[src/rtl/mem_stage_pkg.sv]
`default_nettype none
// ============================================================================
// Module  : mem_stage_pkg
// Brief   : Op encodings, FSM states and data-memory geometry for the
//           memory-access stage and the data memory beside it.
// Revision: 1.0 - initial release
// ============================================================================
package mem_stage_pkg;

    localparam int DM_DW    = 16;
    localparam int DM_AW    = 16;
    localparam int DM_DEPTH = 16;
    localparam int DM_RW    = 3;

    typedef enum logic [1:0] {
        OP_PASS  = 2'b00,
        OP_LOAD  = 2'b01,
        OP_STORE = 2'b10,
        OP_RSVD  = 2'b11
    } op_e;

    typedef enum logic [1:0] {
        ST_IDLE      = 2'd0,
        ST_ISSUE     = 2'd1,
        ST_LOAD_WAIT = 2'd2
    } state_e;

    function automatic logic is_mem_op(input logic [1:0] op);
        return (op == OP_LOAD) || (op == OP_STORE);
    endfunction

endpackage
`default_nettype wire

[src/rtl/mem_access_stage.sv]
`default_nettype none
// ============================================================================
// Module  : mem_access_stage
// Brief   : Pipeline memory-access stage: issues loads/stores to a
//           registered-read data memory and returns a registered result.
// Revision: 1.0 - initial release
// ============================================================================
module mem_access_stage
    import mem_stage_pkg::*;
#(
    parameter int DW    = DM_DW,
    parameter int AW    = DM_AW,
    parameter int DEPTH = DM_DEPTH,
    parameter int RW    = DM_RW
) (
    input  logic          clk,
    input  logic          rst,
    input  logic          in_valid,
    output logic          in_ready,
    input  logic [1:0]    in_op,
    input  logic [AW-1:0] in_addr,
    input  logic [DW-1:0] in_wdata,
    input  logic [DW-1:0] in_alu,
    input  logic [RW-1:0] in_rd,
    output logic          out_valid,
    input  logic          out_ready,
    output logic [DW-1:0] out_data,
    output logic [RW-1:0] out_rd,
    output logic          out_wen,
    output logic          out_fault,
    output logic          dm_we,
    output logic [AW-1:0] dm_addr,
    output logic [DW-1:0] dm_wdata,
    input  logic [DW-1:0] dm_rdata
);

    localparam logic [AW-1:0] C_DEPTH = AW'(DEPTH);

    state_e        r_state;
    state_e        w_next_state;
    op_e           r_req_op;
    logic [AW-1:0] r_req_addr;
    logic [DW-1:0] r_req_wdata;
    logic [DW-1:0] r_req_alu;
    logic [RW-1:0] r_req_rd;
    logic          r_req_fault;

    logic          r_out_valid;
    logic [DW-1:0] r_out_data;
    logic [RW-1:0] r_out_rd;
    logic          r_out_wen;
    logic          r_out_fault;

    logic          w_accept;
    logic          w_in_fault;
    logic          w_fill;
    logic [DW-1:0] w_fill_data;
    logic          w_fill_wen;
    logic          w_fill_fault;

    assign in_ready = (r_state == ST_IDLE) && (!r_out_valid || out_ready) && !rst;
    assign w_accept = in_valid && in_ready;

    // Full-width unsigned compare: out-of-range addresses never alias a word.
    assign w_in_fault = (is_mem_op(in_op) && (in_addr >= C_DEPTH)) || (in_op == OP_RSVD);

    always_comb begin
        w_next_state = r_state;
        w_fill       = 1'b0;
        w_fill_data  = '0;
        w_fill_wen   = 1'b0;
        w_fill_fault = 1'b0;
        case (r_state)
            ST_IDLE: begin
                if (w_accept) w_next_state = ST_ISSUE;
            end
            ST_ISSUE: begin
                if ((r_req_op == OP_LOAD) && !r_req_fault) begin
                    w_next_state = ST_LOAD_WAIT;
                end else begin
                    w_next_state = ST_IDLE;
                    w_fill       = 1'b1;
                    w_fill_fault = r_req_fault;
                    if (!r_req_fault && (r_req_op == OP_PASS)) begin
                        w_fill_data = r_req_alu;
                        w_fill_wen  = 1'b1;
                    end
                end
            end
            ST_LOAD_WAIT: begin
                // Memory registered the read at the end of ISSUE.
                w_next_state = ST_IDLE;
                w_fill       = 1'b1;
                w_fill_data  = dm_rdata;
                w_fill_wen   = 1'b1;
            end
            default: begin
                w_next_state = ST_IDLE;
            end
        endcase
    end

    always_ff @(posedge clk) begin
        if (rst) begin
            r_state     <= ST_IDLE;
            r_req_op    <= OP_PASS;
            r_req_addr  <= '0;
            r_req_wdata <= '0;
            r_req_alu   <= '0;
            r_req_rd    <= '0;
            r_req_fault <= 1'b0;
            r_out_valid <= 1'b0;
            r_out_data  <= '0;
            r_out_rd    <= '0;
            r_out_wen   <= 1'b0;
            r_out_fault <= 1'b0;
        end else begin
            r_state <= w_next_state;
            if (w_accept) begin
                r_req_op    <= op_e'(in_op);
                r_req_addr  <= in_addr;
                r_req_wdata <= in_wdata;
                r_req_alu   <= in_alu;
                r_req_rd    <= in_rd;
                r_req_fault <= w_in_fault;
            end
            if (w_fill) begin
                r_out_valid <= 1'b1;
                r_out_data  <= w_fill_data;
                r_out_rd    <= r_req_rd;
                r_out_wen   <= w_fill_wen;
                r_out_fault <= w_fill_fault;
            end else if (r_out_valid && out_ready) begin
                r_out_valid <= 1'b0;
            end
        end
    end

    // Write strobe gated by rst so a store caught in ISSUE by reset is dropped.
    assign dm_we    = (r_state == ST_ISSUE) && (r_req_op == OP_STORE) && !r_req_fault && !rst;
    assign dm_addr  = r_req_addr;
    assign dm_wdata = r_req_wdata;

    assign out_valid = r_out_valid;
    assign out_data  = r_out_data;
    assign out_rd    = r_out_rd;
    assign out_wen   = r_out_wen;
    assign out_fault = r_out_fault;

endmodule
`default_nettype wire
[config.mk]
export PLATFORM = sky130hd
export DESIGN_NAME = mem_access_stage
export DESIGN_NICKNAME = d
export VERILOG_FILES = /design/src/rtl/mem_stage_pkg.sv /design/src/rtl/mem_access_stage.sv
export SDC_FILE = /design/constraint.sdc
export NUM_CORES = 1
export LEC_CHECK = 0
export ABC_AREA = 1
export CORE_MARGIN = 1.5
export CORE_UTILIZATION = 44
export DETAILED_ROUTE_END_ITERATION = 8
export PLACE_DENSITY_LB_ADDON = 0.3
export SETUP_SLACK_MARGIN = 0.2
export SYNTH_ARGS = -nofsm -noshare
export SYNTH_HDL_FRONTEND = slang
export SYNTH_SLANG_ARGS = --single-unit
export TNS_END_PERCENT = 10
[constraint.sdc]
create_clock -name clk -period 1.77 [get_ports clk]
set_clock_uncertainty 0.05 [all_clocks]
set_input_delay 0.354 -clock clk [delete_from_list [all_inputs] [get_ports clk]]
set_output_delay 0.354 -clock clk [all_outputs]
set_load 0.02 [all_outputs]
After elaboration in Yosys (flattened, before gate mapping) --
Index checks and enable logic that the tools add are counted.
Word-level totals: output and inout port bits 56, register bits after elaboration 78, word-level logic and storage cells 55
Cells by class: equal/unequal tests 8, order comparisons 1, reduce and logical (&&, ||, !) cells 19, mux-type cells 15
Operator list (number):
- 2-to-1 mux 16 bit | 2
- case mux 16 bit (2 select lines) | 1
- >= comparator 16 x 5 -> 1 bit (second input constant) | 1
- logical AND 1 bit | 10
- equality test 2 bit (second input constant) | 4
- 2-to-1 mux 1 bit | 7
- equality test 2 x 1 -> 1 bit (second input constant) | 3
- zero test 2 bit | 2
- 2-to-1 mux 2 bit | 2
- case mux 1 bit (2 select lines) | 2
- case mux 2 bit (2 select lines) | 1
- zero test 1 bit | 3
- logical OR 1 bit | 3
- inequality test 2 bit (second input constant) | 1
- nonzero test 2 bit | 1

Longest topological paths before layout --
Gate-level depths: netlist of the first run.
depth in word-level cells 7, gate-level depth with buffers 10, depth with buffers taken out 9

Worst setup path before layout of the first run --
Ideal clock, no wire load.
path kind register to output, start point register r_state[1], end point output port dm_we, required time 1366 ps, arrival 1383 ps, path slack -17 ps, path buffers 0, cell stages (with the launch flop) 5, cells stage by stage dfxtp_1 inv_1 ha_1 inv_1 nor4_1
On the way: longest elaborated chain between the ends 4
Ends and longest elaborated chain:
- start: declaration | RTL line mem_access_stage.sv:39 | state_e r_state;
- start signal: assignment | RTL line mem_access_stage.sv:118 | r_state <= w_next_state;
- equality test 2 x 1 -> 1 bit | RTL line mem_access_stage.sv:140 | assign dm_we = (r_state == ST_ISSUE) && (r_req_op == OP_STORE) && !r_req_fault && !rst;
- logical AND 1 bit (3 in a row) | RTL line mem_access_stage.sv:140
- end: declaration | RTL line mem_access_stage.sv:31 | output logic dm_we,
No other way between the ends.

Worst setup path after layout of the first run --
start point register r_state[0], end point output port in_ready
On the way: longest elaborated chain between the ends 3
Ends and longest elaborated chain:
- zero test 2 bit | RTL line mem_access_stage.sv:61 | assign in_ready = (r_state == ST_IDLE) && (!r_out_valid || out_ready) && !rst;
- logical AND 1 bit (2 in a row) | RTL line mem_access_stage.sv:61
- end: declaration | RTL line mem_access_stage.sv:19 | output logic in_ready,
No other way between the ends.

==> results of run 1 <==
synthesized netlist by cell type (all sizes together):
cell	number	area, um2
a21boi	1	7.51
a21oi	9	45.0
buf	18	119
clkbuf	9	33.8
dfxtp	78	1560
ha	5	62.6
inv	31	116
nand2	181	722
nand3	71	360
nor2	52	223
nor3	1	5.00
nor4	1	6.26
o21ai	8	40.0
worst register-to-register path: cells and delay by family, from the launching register on:
family                   cells  cell delay, ns
AND/OR/NAND/NOR              4            0.39
buffers and inverters        6            0.69
flip-flops                   1            0.34
adder cells (fa/ha/maj)      1            0.17
flip-flops by register name, indices dropped and copies added, names as in the netlist:
signal	cells
out_fault	1
r_req_alu	16
out_data	16
out_valid	1
out_rd	3
r_state	2
dm_wdata	16
r_req_rd	3
r_req_op	2
out_wen	1
r_req_fault	1
dm_addr	16
cell type report:
class | instances | area (um2)
clock buffer | 11 | 151
clock inverter | 5 | 33.8
fill | 500 | 1490
inverter | 31 | 126
multi-input combinational | 330 | 1970
sequential | 78 | 1570
tap | 99 | 124
timing repair buffer | 158 | 1790
routing by layer:
| layer | share of wire | routed length (um) | up-vias |
|---|---|---|---|
| met1 | 0.38 | 3770 | 1564 |
| met3 | 0.073 | 731 | 16 |
| met5 | 0 | 0 | - |
| li1 | - | - | 1740 |
| met2 | 0.53 | 5300 | 110 |
| met4 | 0.021 | 206 | 0 |
final timing paths:
kind,end,slack [ns],start
max,in_ready,0.06,r_state[0]
min,out_fault,0.32,rst
max reg2reg,r_req_alu[8],0.09,r_state[0]
min reg2reg,dm_wdata[5],0.40,dm_wdata[5]
power by group:
group | total, mW | internal (mW) | switching, mW
clock network | 1.23 | 0.583 | 0.647
logic | 4.44 | 1.95 | 2.49
registers | 2.65 | 2.32 | 0.335
total | 8.32 | 4.85 | 3.47
per-stage QoR:
stage / TNS [ns] / hold WS, ns
after floorplan: 0 / 0.373
after global placement: -3.50 / 0.393
after detailed placement: -5.65 / 0.403
after CTS: 0 / 0.415
after global routing: 0 / 0.321
final: 0 / 0.322
timing repair:
| item | 4_1_cts | 5_1_grt |
|---|---|---|
| endpoints found under the setup margin | 129 | 130 |
| pin swaps | 2 | 92 |
| hold buffers | 0 | 0 |
| setup buffers | 0 | 6 |
| gates cloned | 2 | 3 |
| resized for setup | 24 | 197 |
cells by family (layout without fill, tap and decap cells):
| logic type | Yosys count | count (layout) | synth area share |
|---|---|---|---|
| buffers and inverters | 58 | 205 | 0.0815 |
| flip-flops | 78 | 78 | 0.473 |
| adder cells (fa/ha/maj) | 5 | 5 | 0.0189 |
| AO/OA/AOI/OAI | 18 | 18 | 0.0280 |
| AND/OR/NAND/NOR | 306 | 307 | 0.399 |
==> reports/qor.txt, run 1 <==
dpl hpwl = 6040 um
WP buf/inv = 2
drt pass-1 iters = 4
Pwr per Cell Area = 1440 mW/mm2
WS Path Type = flip-flop to output pin
Power Total = 8.32 mW
CP Cell Sequence = inv_1, ha_4, nand2_1, nor2_1, buf_4
Final min period = 1.71 ns
number of global-route vias before repair = 3,164
die width = 89.6 um
synthesized area per cell = 7.10 um2
H-tree depth = 3
critical path data arrival time = 1.30 ns
Seq cells post-synth = 78
Layout area overhead = 74.5%
Via-to-Cell Ratio = 4.82
dpl cells = 685
Residual DRC = 0
fmax = 0.586 GHz
sequential share of the synthesized area = 0.473
Worst R2R Path Depth = 11
CP peak stage delay = 0.34 ns
Worst path depth = 5
Max Slew Vio Count = 0
Min-Delay Path Class = primary input to flip-flop
Post-Layout Inst Area = 0.00576 mm2
M1 GR Usage = 0.260
core area = 0.00725 mm2
first-pass GRT wire length = 14,100 um
Die Y = 89.6 um
initial antenna violation count = 0
Setup violations, final = 0
fin nets = 686
io pins = 129
# port buffers = 128
# rows = 31
family with the most delay on the worst path = flip-flops
WP data required = 1.37 ns
Hold Fails Final Rpt = 0
gr ovfl total = 0
CTS root buffer = clkbuf_8
Post-Layout Cell Count = 712
vias = 3,430
Synth Net Count = 543
peak supply drop = 0.713 mV
LEAKAGE = 3.40 nW
hold depth = 3
max-cap viol count = 0
Worst path slowest cell = dfxtp_2
Final GP Congestion = 0.799
GRT Overall Usage = 0.231
GR Util met2 = 0.394
layout cell share with drive strength beyond 1 = 0.277
clock slew at reported path FFs = 0.08 ns
Routed WL per cell = 14.1 um
Syn Std Cell Area = 0.00330 mm2
final cell utilization of the core = 0.794
Crit. End Element = output pin
warnings from Yosys = 0
met3 Track Usage GR = 0.0850
Inserted Clock Buffers = 9
Worst-Margin Slew = 0.698 ns
Post-Synthesis Cells = 465
worst rel slew slack = 0.535
fin worst setup slack = 0.0624 ns
most common cell after layout, fill and taps aside = nand2_1
fin crit share = 0.965
Crit Path Max Fanout = 3
# diodes = 0
status = completed
most frequent cells in the layout = nand2_1, dfxtp_1, clkdlybuf4s50_1
1st-iter DRT viols = 111
Initial Utilization = 0.455
Final ANT Viol Nets = 0
GRT Max-Usage Layer = met2
CTS tree = done
Yosys cell types = 24
crit start category = flip-flop
Area after DPL = 0.00474 mm2
largest net degree at the start of global routing = 76
Max clock buf depth = 2
drt total wl = 10,000 um
DIE AREA = 0.00803 mm2
insertion delay to the later sink of the worst-skew pair = 0.34 ns
Place WS = -0.324 ns
clock sinks = 78
RSZ-0062 raised after global routing = true
Power figures use the tool's default switching activity.
==> run 2: changes to the inputs <==
- CAP_MARGIN: unset -> 40
- HOLD_SLACK_MARGIN: unset -> 0.08
==> results of run 2 <==
Final layout, timing and power as in run 1 (identical DEF).
==> run 3: changes to the inputs <==
- SLEW_MARGIN: unset -> 20
- clock period: 1.77 -> 1.8 ns (I/O delays scaled with it)
==> run 3 against run 2 <==
Non-clock buffer count shrank 6. Final area shrank 13%. Count of clock-buffer cells in the layout shrank 2. Combinational power shrank 15%. Critical endpoint unchanged.
==> reports/qor.txt, run 3 (same netlist as run 1, synthesis figures left out) <==
status = completed
WP data required = 1.39 ns (+0.02 ns)
Worst R2R Path Depth = 12 (+1)
Die Y = 89.6 um (unchanged)
crit start category = flip-flop
fin nets = 679 (-1.0%)
Final GP Congestion = 0.801 (+0.21%)
max-cap viol count = 0 (unchanged)
CTS tree = done
Hold Fails Final Rpt = 0 (unchanged)
Setup violations, final = 0 (unchanged)
LEAKAGE = 2.36 nW (-30%)
Worst-Margin Slew = 0.740 ns (+0.0418 ns)
peak supply drop = 0.717 mV (+0.58%)
Area after DPL = 0.00474 mm2 (unchanged)
RSZ-0062 raised after global routing = true
Pwr per Cell Area = 1480 mW/mm2 (+2.5%)
gr ovfl total = 0 (unchanged)
Residual DRC = 0 (unchanged)
Final min period = 1.73 ns
most frequent cells in the layout = nand2_1, clkdlybuf4s50_1, dfxtp_1
clock sinks = 78 (unchanged)
largest net degree at the start of global routing = 76 (unchanged)
clock slew at reported path FFs = 0.08 ns (about the same)
# diodes = 0 (unchanged)
# port buffers = 128 (unchanged)
initial antenna violation count = 0 (unchanged)
hold depth = 3 (unchanged)
fmax = 0.577 GHz
Post-Layout Inst Area = 0.00503 mm2 (-13%)
critical path data arrival time = 1.32 ns (+0.02 ns)
die width = 89.6 um (unchanged)
R2R Path End = r_state[1]
layout cell share with drive strength beyond 1 = 0.106 (-0.172)
number of global-route vias before repair = 3,069 (-3.0%)
Inserted Clock Buffers = 9 (unchanged)
dpl hpwl = 5970 um (-1.3%)
Routed WL per cell = 12.1 um (-14%)
fin worst setup slack = 0.0663 ns (+0.00392 ns)
Crit. End Element = output pin
GRT Overall Usage = 0.216 (-0.0147)
Fill cells = 621 (+24%)
final cell utilization of the core = 0.693 (-0.101)
drt total wl = 8500 um (-15%)
insertion delay to the later sink of the worst-skew pair = 0.34 ns (about the same)
Crit Path Max Fanout = 2 (-1)
core area = 0.00725 mm2 (unchanged)
Initial Utilization = 0.455 (unchanged)
Place WS = -0.317 ns (+0.00755 ns)
Power Total = 7.45 mW (-11%)
min-delay src = rst
Max clock buf depth = 2 (unchanged)
Reg2Reg Setup Slack = 0.13 ns (+0.04 ns)
Layout area overhead = 52.3%
most common cell after layout, fill and taps aside = nand2_1
WS Path Type = flip-flop to output pin
fin crit share = 0.963
worst rel slew slack = 0.507 (-0.0279)
H-tree depth = 3 (unchanged)
# rows = 31 (unchanged)
first-pass GRT wire length = 13,500 um (-4.5%)
Min-Delay Path Class = primary input to flip-flop
reg2reg start = r_state[1]
vias = 3,268 (-4.7%)
io pins = 129 (unchanged)
Post-Layout Cell Count = 705 (-0.98%)
dpl cells = 685 (unchanged)
WHS Endpoint = out_valid
1st-iter DRT viols = 109 (-1.8%)
Max Slew Vio Count = 0 (unchanged)
drt pass-1 iters = 4 (unchanged)
CTS root buffer = clkbuf_8
Final ANT Viol Nets = 0 (unchanged)
DIE AREA = 0.00803 mm2 (unchanged)
Via-to-Cell Ratio = 4.64 (-3.8%)
run 3: changes by cell type in the layout (fill, tap and decap cells not counted), sizes merged:
cell | before | now
buf | 30 | 24
clkbuf | 13 | 11
inv | 30 | 31
dlymetal6s2s | 54 | 1
clkdlybuf4s50 | 71 | 125
clkinvlp | 2 | 1
dlygate4sd2 | 1 | 0
nand2 | 182 | 181
clkinv | 4 | 6
run 3: layout make-up:
type | count | area [um2] | area share
flip-flops and latches | 78 | 1560 | 0.311
repair buffers | 152 | 1550 | 0.307
multi-input cells | 329 | 1510 | 0.300
clock buffers | 9 | 124 | 0.0246
inverters | 31 | 124 | 0.0246
well taps | 99 | 124 | 0.0246
clock inverters | 7 | 41.3 | 0.00821
run 3: worst max path at each step:
stage                     startpoint          to  slack, ns  depth (start not counted)
after CTS                 r_state[1]       dm_we       0.03                          5
after detailed placement         rst       dm_we      -0.32                          5
final                     r_state[1]    in_ready       0.07                          7
after floorplan           r_state[1]       dm_we       0.22                          4
after global placement           rst       dm_we      -0.29                          5
after global routing      r_state[1]  r_state[1]       0.02                         12
run 3: per-stage QoR:
| stage | setup TNS (ns) | hold slack (ns) |
|---|---|---|
| floorplan | 0 | 0.379 |
| global placement | -2.26 | 0.393 |
| detailed placement | -3.40 | 0.401 |
| CTS | 0 | 0.413 |
| global route | 0 | 0.311 |
| finish | 0 | 0.304 |
run 3: worst max-delay path: stages (launching register included):
cell,delay [ns]
dfxtp_2,0.34
inv_2,0.04
buf_4,0.12
buf_6,0.11
ha_4,0.15
nand2_2,0.04
nor2_1,0.03
buf_4,0.14
run 3: report_power, final:
part           internal [mW]  total, mW  switching [mW]
registers               2.27       2.56           0.287
clock network          0.490       1.12           0.632
logic                   1.71       3.76            2.05
run 3: what timing repair did:
item / CTS / global route
buffers inserted: 1 / 0
gates cloned: 0 / 3
hold endpoints to repair: 0 / 0
gates resized for setup: 16 / 15
endpoints found under the setup margin: 128 / 131
pin swaps: 1 / 2
hold buffers: 0 / 0
run 3: metal layers:
layer,track usage,vias up,wire (um)
li1,-,1716,-
met1,0.251,1443,3410
met2,0.361,98,4210
met3,0.0841,11,754
met4,0.0811,0,129
met5,0,-,0
